===== config.mk =====
export PLATFORM = sky130hd
export DESIGN_NAME = muldiv_sched
export DESIGN_NICKNAME = d
export VERILOG_FILES = /design/src/rtl/muldiv_sched.sv
export SDC_FILE = /design/constraint.sdc
export NUM_CORES = 1
export LEC_CHECK = 0
export CORE_MARGIN = 2
export CORE_UTILIZATION = 37
export DETAILED_ROUTE_END_ITERATION = 10
export PLACE_DENSITY = 0.77
export REMOVE_ABC_BUFFERS = 1
export SLEW_MARGIN = 20
export SYNTH_ARGS = -nofsm -noshare
export SYNTH_HDL_FRONTEND = slang
export SYNTH_SLANG_ARGS = --single-unit

===== constraint.sdc =====
create_clock -name clk -period 1.8 [get_ports clk]
set_input_delay 0.18 -clock clk [delete_from_list [all_inputs] [get_ports clk]]
set_output_delay 0.18 -clock clk [all_outputs]
set_load 0.02 [all_outputs]

===== src/rtl/muldiv_sched.sv =====
// HI/LO scheduler for an external multiply/divide unit: operand handshake, launch/busy/commit
// sequencing, flush and watchdog abort. Define MULDIV_SCHED_ACC_EN to enable MADD/MSUB.
module muldiv_sched #(
    parameter int unsigned N       = 32,
    parameter int unsigned TIMEOUT = 64
) (
    input  logic         clk,
    input  logic         reset,
    input  logic         flush,
    input  logic         op_valid,
    output logic         op_ready,
    input  logic [2:0]   op_code,
    input  logic         op_sign,
    input  logic [N-1:0] op_a,
    input  logic [N-1:0] op_b,
    input  logic         rd_hi,
    input  logic         rd_lo,
    output logic [N-1:0] rd_data,
    output logic         rd_stall,
    output logic         u_mul,
    output logic         u_div,
    output logic         u_sign,
    output logic         u_add,
    output logic         u_sub,
    output logic         u_clear,
    output logic         u_hold,
    output logic [N-1:0] u_a,
    output logic [N-1:0] u_b,
    output logic [N-1:0] u_hi_in,
    output logic [N-1:0] u_lo_in,
    input  logic [N-1:0] u_hi_out,
    input  logic [N-1:0] u_lo_out,
    input  logic         u_write,
    output logic [N-1:0] hi,
    output logic [N-1:0] lo,
    output logic         timeout_err
);

    localparam logic [2:0] OpMult = 3'b000;
    localparam logic [2:0] OpDiv  = 3'b001;
    localparam logic [2:0] OpMthi = 3'b010;
    localparam logic [2:0] OpMtlo = 3'b011;
    localparam logic [2:0] OpMadd = 3'b100;
    localparam logic [2:0] OpMsub = 3'b101;

    localparam int unsigned CntW = $clog2(TIMEOUT + 1);
    localparam logic [CntW-1:0] CntLast = CntW'(TIMEOUT - 1);

    typedef enum logic [1:0] {StIdle, StLaunch, StBusy, StCommit} state_e;

    state_e          state_q;
    logic [N-1:0]    hi_q, lo_q, a_q, b_q;
    logic            sign_q;
    logic [2:0]      op_q;
    logic [CntW-1:0] cnt_q;
    logic            timeout_q;
    logic            clear_q;

    logic launch_op;
    logic in_flight;
    logic mul_class;

    always_comb begin
        launch_op = (op_code == OpMult) || (op_code == OpDiv);
`ifdef MULDIV_SCHED_ACC_EN
        launch_op = launch_op || (op_code == OpMadd) || (op_code == OpMsub);
        mul_class = (op_q == OpMult) || (op_q == OpMadd) || (op_q == OpMsub);
`else
        mul_class = (op_q == OpMult);
`endif
        in_flight = (state_q == StLaunch) || (state_q == StBusy);
    end

    always_ff @(posedge clk) begin
        if (reset) begin
            state_q   <= StIdle;
            hi_q      <= '0;
            lo_q      <= '0;
            a_q       <= '0;
            b_q       <= '0;
            sign_q    <= 1'b0;
            op_q      <= '0;
            cnt_q     <= '0;
            timeout_q <= 1'b0;
            clear_q   <= 1'b0;
        end else begin
            timeout_q <= 1'b0;
            clear_q   <= 1'b0;
            // Flush beats both a same-cycle commit and a same-cycle watchdog abort.
            if (flush && (state_q != StIdle)) begin
                state_q <= StIdle;
                clear_q <= 1'b1;
            end else begin
                unique case (state_q)
                    StIdle: begin
                        if (op_valid && !flush) begin
                            if (op_code == OpMthi) begin
                                hi_q <= op_a;
                            end else if (op_code == OpMtlo) begin
                                lo_q <= op_a;
                            end else if (launch_op) begin
                                a_q     <= op_a;
                                b_q     <= op_b;
                                sign_q  <= op_sign;
                                op_q    <= op_code;
                                cnt_q   <= '0;
                                state_q <= StLaunch;
                            end
                        end
                    end
                    StLaunch: begin
                        state_q <= StBusy;
                    end
                    StBusy: begin
                        if (u_write) begin
                            hi_q    <= u_hi_out;
                            lo_q    <= u_lo_out;
                            state_q <= StCommit;
                        end else if (cnt_q == CntLast) begin
                            state_q   <= StIdle;
                            timeout_q <= 1'b1;
                            clear_q   <= 1'b1;
                        end else begin
                            cnt_q <= cnt_q + 1'b1;
                        end
                    end
                    StCommit: begin
                        state_q <= StIdle;
                    end
                    default: begin
                        state_q <= StIdle;
                    end
                endcase
            end
        end
    end

    always_comb begin
        op_ready = !reset && !flush && (state_q == StIdle);
        u_mul    = !reset && in_flight && mul_class;
        u_div    = !reset && in_flight && (op_q == OpDiv);
        u_sign   = !reset && sign_q;
        u_hold   = !reset && (state_q == StBusy);
        u_clear  = reset || clear_q;
`ifdef MULDIV_SCHED_ACC_EN
        u_add    = !reset && in_flight && (op_q == OpMadd);
        u_sub    = !reset && in_flight && (op_q == OpMsub);
`else
        u_add    = 1'b0;
        u_sub    = 1'b0;
`endif
    end

    assign u_a         = a_q;
    assign u_b         = b_q;
    assign u_hi_in     = hi_q;
    assign u_lo_in     = lo_q;
    assign hi          = hi_q;
    assign lo          = lo_q;
    assign timeout_err = timeout_q;

    assign rd_data  = rd_hi ? hi_q : (rd_lo ? lo_q : '0);
    assign rd_stall = (rd_hi || rd_lo) && (state_q != StIdle);

endmodule


Word-level counts from Yosys, hierarchy flattened --
Index checks and enable logic that the tools add are counted.
Storage, ports and cells: flip-flop bits (word level) 143, latch bits 0, bits in writable memories 0, bits in read-only memories 0, input bits 139, output and inout bits 234, logic and storage cells 88, memories 0
Cells by class: $add $sub $neg 1, multipliers 0, divide/modulo/power cells 0, magnitude comparators 0, equality and inequality tests 18, shift-type cells 0, multiplexer cells 29, bitwise gates (word level) 3, reductions and logical operators 27
Operators with widths (count):
- 32-bit two-way mux | 9
- 32-bit one-hot mux with 2 select lines | 2
- 7-bit two-way mux | 6
- 2-bit inequality test (second input constant) | 9
- 7-bit one-hot mux with 2 select lines | 1
- 2-bit two-way mux | 6
- 6-bit AND reduction | 2
- 1-bit logical AND | 10
- 5-bit AND reduction | 2
- 2-bit one-hot mux with 4 select lines | 1
- 8-bit AND reduction | 1
- 7-bit by 1-bit adder with 7-bit output (second input constant) | 1
- 7-bit by 6-bit == test with 1-bit output (second input constant) | 1
- 3-bit by 1-bit == test with 1-bit output (second input constant) | 2
- 3-bit by 2-bit == test with 1-bit output (second input constant) | 2
- 3-bit zero test | 2
- 2-bit == test (second input constant) | 2
- 1-bit logical OR | 4
- 1-bit two-way mux | 4
- 2-bit nonzero test | 2
- 3-bit inequality test (second input constant) | 1
- 1-bit NOT | 3
- 2-bit by 1-bit == test with 1-bit output (second input constant) | 1
- 1-bit zero test | 2
- 2 further kinds | 2

Depth between registers and ports, before layout --
depth in word-level cells 7, mapped depth 9, depth with buffers taken out 6

Worst setup path before layout --
No wires, ideal clock.
path kind reg2reg, start point register state_q[0], end point register lo_q[10] (netlist: lo[10]), library setup time 0.146 ns, arrival 1.552 ns, data required time 1.654 ns, setup slack 0.102 ns, stages on the path, launching flop included 10, path buffers 3, clock period less this slack 1.698 ns, cells stage by stage dfxtp_1 > inv_1 > ha_1 > buf_4 > mux2i_1 > nor3_2 > and2_1 > buf_2 > buf_4 > a211oi_2
Between the ends: word-level cells in the longest chain between the ends 4, elaborated cells between the ends (all ways) 12, those cells by class eq/ne (5); mux (1); bitwise (1); reduce/logical (5)
RTL lines:
- start: declaration | line 51 | state_e state_q;
- start signal: assignment | line 76 | state_q <= StIdle;
- start signal: assignment | line 91 | state_q <= StIdle;
- start signal: assignment | line 107 | state_q <= StLaunch;
- branches (longest 4 deep; another with 6-bit AND reduction)
- end signal: assignment | line 100 | lo_q <= op_a;
- end signal: assignment | line 117 | lo_q <= u_lo_out;
- end: declaration | line 52 | logic [N-1:0] hi_q, lo_q, a_q, b_q;
Parallel ways; which one is timed is not known. A chain may end at the register's enable or synchronous reset.

Worst setup path after layout --
start point register state_q[0], end point register hi_q[30] (netlist: hi[30])
Between the ends: word-level cells in the longest chain between the ends 4, elaborated cells between the ends (all ways) 11, those cells by class eq/ne (4); mux (1); bitwise (1); reduce/logical (5)
RTL lines:
- branches (longest 4 deep; another with 5-bit AND reduction)
- end signal: assignment | line 98 | hi_q <= op_a;
- end signal: assignment | line 116 | hi_q <= u_hi_out;
- end: declaration | line 52
Parallel ways; which one is timed is not known.

==> key figures <==
Layout
  – Final instance area: 12200 sq um
  – Fin util: 0.625
  – Layout cells sized above 1: 0.191
  – Area of the multi-input gates: 3800 sq um
  – # fillers: 1624
  – Ant diodes: 0
  – Fin nets: 1318
  – Area growth from synthesis to layout: 65.6%
  – Storage cell area: 2860 sq um

Power
  – P per Cell Area: 956 nW/um^2
  – P_leak: 4.13 nW
  – Clock share of power: 0.326
  – Combinational group share of total power: 0.355
  – Internal: 7.72 mW
  – VDD IR-drop max: 0.678 mV
  – Flop pwr share: 0.320
  – Sw Pwr: 3.91 mW
  – Switching Share: 0.336

Clock tree
  – Clock Latency Late Sink: 420 ps
  – H-tree depth: 4
  – Reg clk slew, reported paths: 60 ps
  – Clk root buf: clkbuf_16
  – TritonCTS clock tree: built
  – Clock Path Buffers: 2
  – Clock tree sinks: 143
  – CTS buffer count: 17

Flow run
  – MaxCap Viol Count: 0

Global routing
  – Largest net degree at the start of global routing: 95
  – Total gr overflow: 0
  – Total GRT Usage: 0.250
  – First-pass GRT wire length: 40000 um
  – Vias in the first global route: 6952
  – Initial antenna violation count: 0

Routing
  – Vias per std cell: 5.09
  – Wire per inst: 19.1 um
  – DR pass1 iterations: 6
  – Initial DRC count: 606
  – Via Count: 7396
  – DRT Wirelength: 27700 um
  – Residual DRC: 0
  – Final ANT Viol Nets: 0

Floorplanning
  – Die area: 21000 sq um
  – Core Box Area: 19500 sq um
  – I/O pin count: 373
  – Initial core utilization: 0.377
  – Die width: 145 um
  – Die Y: 145 um
  – Core Rows: 51

Timing
  – RSZ-0062 raised after global routing: true
  – Period utilisation layout: 1.04
  – Final worst-path setup slack: -79.0 ps
  – Slew @ Worst Pin: 536 ps
  – Setup Skew: 7.22 ps
  – # setup viols final: 15
  – Pins over their slew limit: 0
  – Final Hold Viols: 0
  – Tmin final: 1880 ps
  – Worst hold slack: 41.4 ps
  – Slew margin rel.: 0.643
  – Fmax: 532 MHz

Critical path
  – Reg2Reg Depth: 11
  – Worst Setup SP: state_q[0]
  – Critical path capture point type: register
  – Worst path required time: 2130 ps
  – Critical Path End: hi[30]
  – Reg2Reg Setup Slack: -80 ps
  – CP Data Arrival Time: 2210 ps
  – Reg-to-reg endpoint: hi[30]
  – FF-to-FF Start: state_q[0]
  – Critical path type: register to register
  – CP Launch Type: register
  – Max Fanout on Critical Path: 7

Synth
  – Ys flop type: dfxtp_1
  – Syn Inst Count: 857
  – Register bit count reported by yosys: 143
  – Post-synthesis mux area share: 0.0886
  – Post-synthesis sequential area ratio: 0.390
  – XOR/XNOR Fraction of Synth Area: 0
  – Number of synthesized flops with an enable pin: 0
  – Post-Syn Area: 7340 sq um
  – Syn Area/Cell: 8.57 sq um
  – Simple-Gate Fraction of Synth Area: 0.147
  – YS warnings: 0
  – Netlist cell types: 46
  – Ys async rst share: 0
  – Post-Synth Adder-Cell Area: 0.00511
  – Main combinational cell family by area after synthesis: compound AO/OA/AOI/OAI gates
  – Compound-gate portion of the synthesized area: 0.242

Placement
  – DP HPWL: 19000 um
  – Dpl cell area: 11000 sq um
  – GPL Wtd Cong: 0.882
  – Port Buffers: 370

Hold path
  – Hold Crit Start: reset
  – Worst hold path class: input pin to register

Run status
  – Outcome: finished with violations
  – Failing checks: negative setup slack
placed cells by master (no fill, tap or decap), types with 3 or more instances in the layout:
master           count
nand2_1            200
a21oi_2             31
nand4_1              3
a211oi_2            63
bufinv_16            4
nor2b_1              3
mux2i_1             64
buf_12              15
dlygate4sd2_1       25
nand4b_1             4
clkinvlp_4           3
buf_2                3
nand2b_1             6
nand3_1              6
a21oi_1            102
clkbuf_16           19
buf_6                7
dfxtp_1            142
buf_8                4
buf_4               37
clkdlybuf4s50_1    330
o21ai_0             35
clkinv_2             4
nor2_1               6
buf_16               5
clkbuf_2             4
inv_1                7
state kept, by name, summed over array words and instances (netlist names):
register,count
hi,32
lo,32
u_a,32
u_b,32
cnt_q,7
op_q,3
state_q,2
clear_q,1
sign_q,1
timeout_err,1
synthesized netlist by cell type (2+ instances only):
master / count / area (sq um)
nor2b_1: 5 / 31.3
clkbuf_1: 35 / 131
nand2b_1: 7 / 43.8
buf_4: 77 / 578
ha_1: 3 / 37.5
mux2i_1: 65 / 651
inv_1: 8 / 30.0
nor4b_1: 2 / 17.5
nand3_1: 6 / 30.0
a211oi_1: 3 / 22.5
nand4b_1: 4 / 35.0
nor2_1: 6 / 22.5
nor4_1: 2 / 12.5
dfxtp_1: 143 / 2860
nand2_1: 200 / 751
o21ai_0: 36 / 180
a211oi_2: 62 / 776
a21oi_1: 134 / 671
buf_2: 14 / 70.1
buf_6: 11 / 124
and2_1: 4 / 25.0
nor3b_1: 3 / 22.5
o21ai_1: 2 / 10.0
nand4_1: 3 / 18.8
per-stage QoR:
step	setup WS (ps)	cells	TNS, ps	power [mW]
after floorplan	-4720	721	-359970	5.40
after global placement	-311	1405	-18310	7.47
after detailed placement	-354	1405	-22210	7.51
after CTS	-71.7	1452	-922	11.5
after global routing	-163	1454	-3880	12.1
final	-79.0	1454	-702	11.6
worst min-delay path by stage:
stage,end,cells after the start,slack [ps]
3_3_place_gp,sign_q,2,440
6_report,u_a[28],2,40
5_1_grt,u_a[28],2,30
3_5_place_dp,u_a[1],2,450
2_1_floorplan,hi[0],1,240
4_1_cts,hi[26],2,20
kinds of logic (layout without fill, tap and decap cells):
kind of cell	Yosys count	in the layout
compound gates	250	250
flops	143	143
buf+inv	145	476
other cells	1	2
simple gates	250	250
fa+ha+maj	3	3
mux	65	65
timing repair:
action	4_1_cts	5_1_grt
cloned	6	3
hold buffers	0	0
pin swaps	30	33
resized for setup	86	68
setup buffers	9	3
endpoints found under the setup margin	96	81
layer usage:
metal  wire length [um]  share of wire  global-route usage
met4                528          0.019              0.0659
met3               1940          0.070              0.0563
met1              11800           0.42               0.323
met2              13500           0.49               0.419
met5                  0              0                   0
power by group through the flow:
stage          combinational (mW)  sequential [mW]  clock, mW
6_report                     4.12             3.72       3.79
5_1_grt                      4.34             3.75       3.97
4_1_cts                      3.98             3.70       3.84
3_5_place_dp                 3.75             3.76          0
3_3_place_gp                 3.71             3.76          0
2_1_floorplan                1.17             4.23          0
critical path, cell delays in order (launching register included):
cell and delay [ps]:
dfxtp_2 340, inv_2 40, buf_6 110, ha_4 160, nor2b_4 130, nor3_4 240, buf_6 140, buf_8 110
buf_12 110, buf_16 130, a21oi_4 50, a211oi_2 210
area by class of cell:
cell class,instances,share of cell area
Timing Repair Buffer,436,0.370
Sequential cell,143,0.236
Tap cell,265,0.0273
Multi-Input combinational cell,570,0.313
Inverter,8,0.00247
Clock buffer,18,0.0361
Clock inverter,14,0.0155
(Power assumes the default switching activity.)
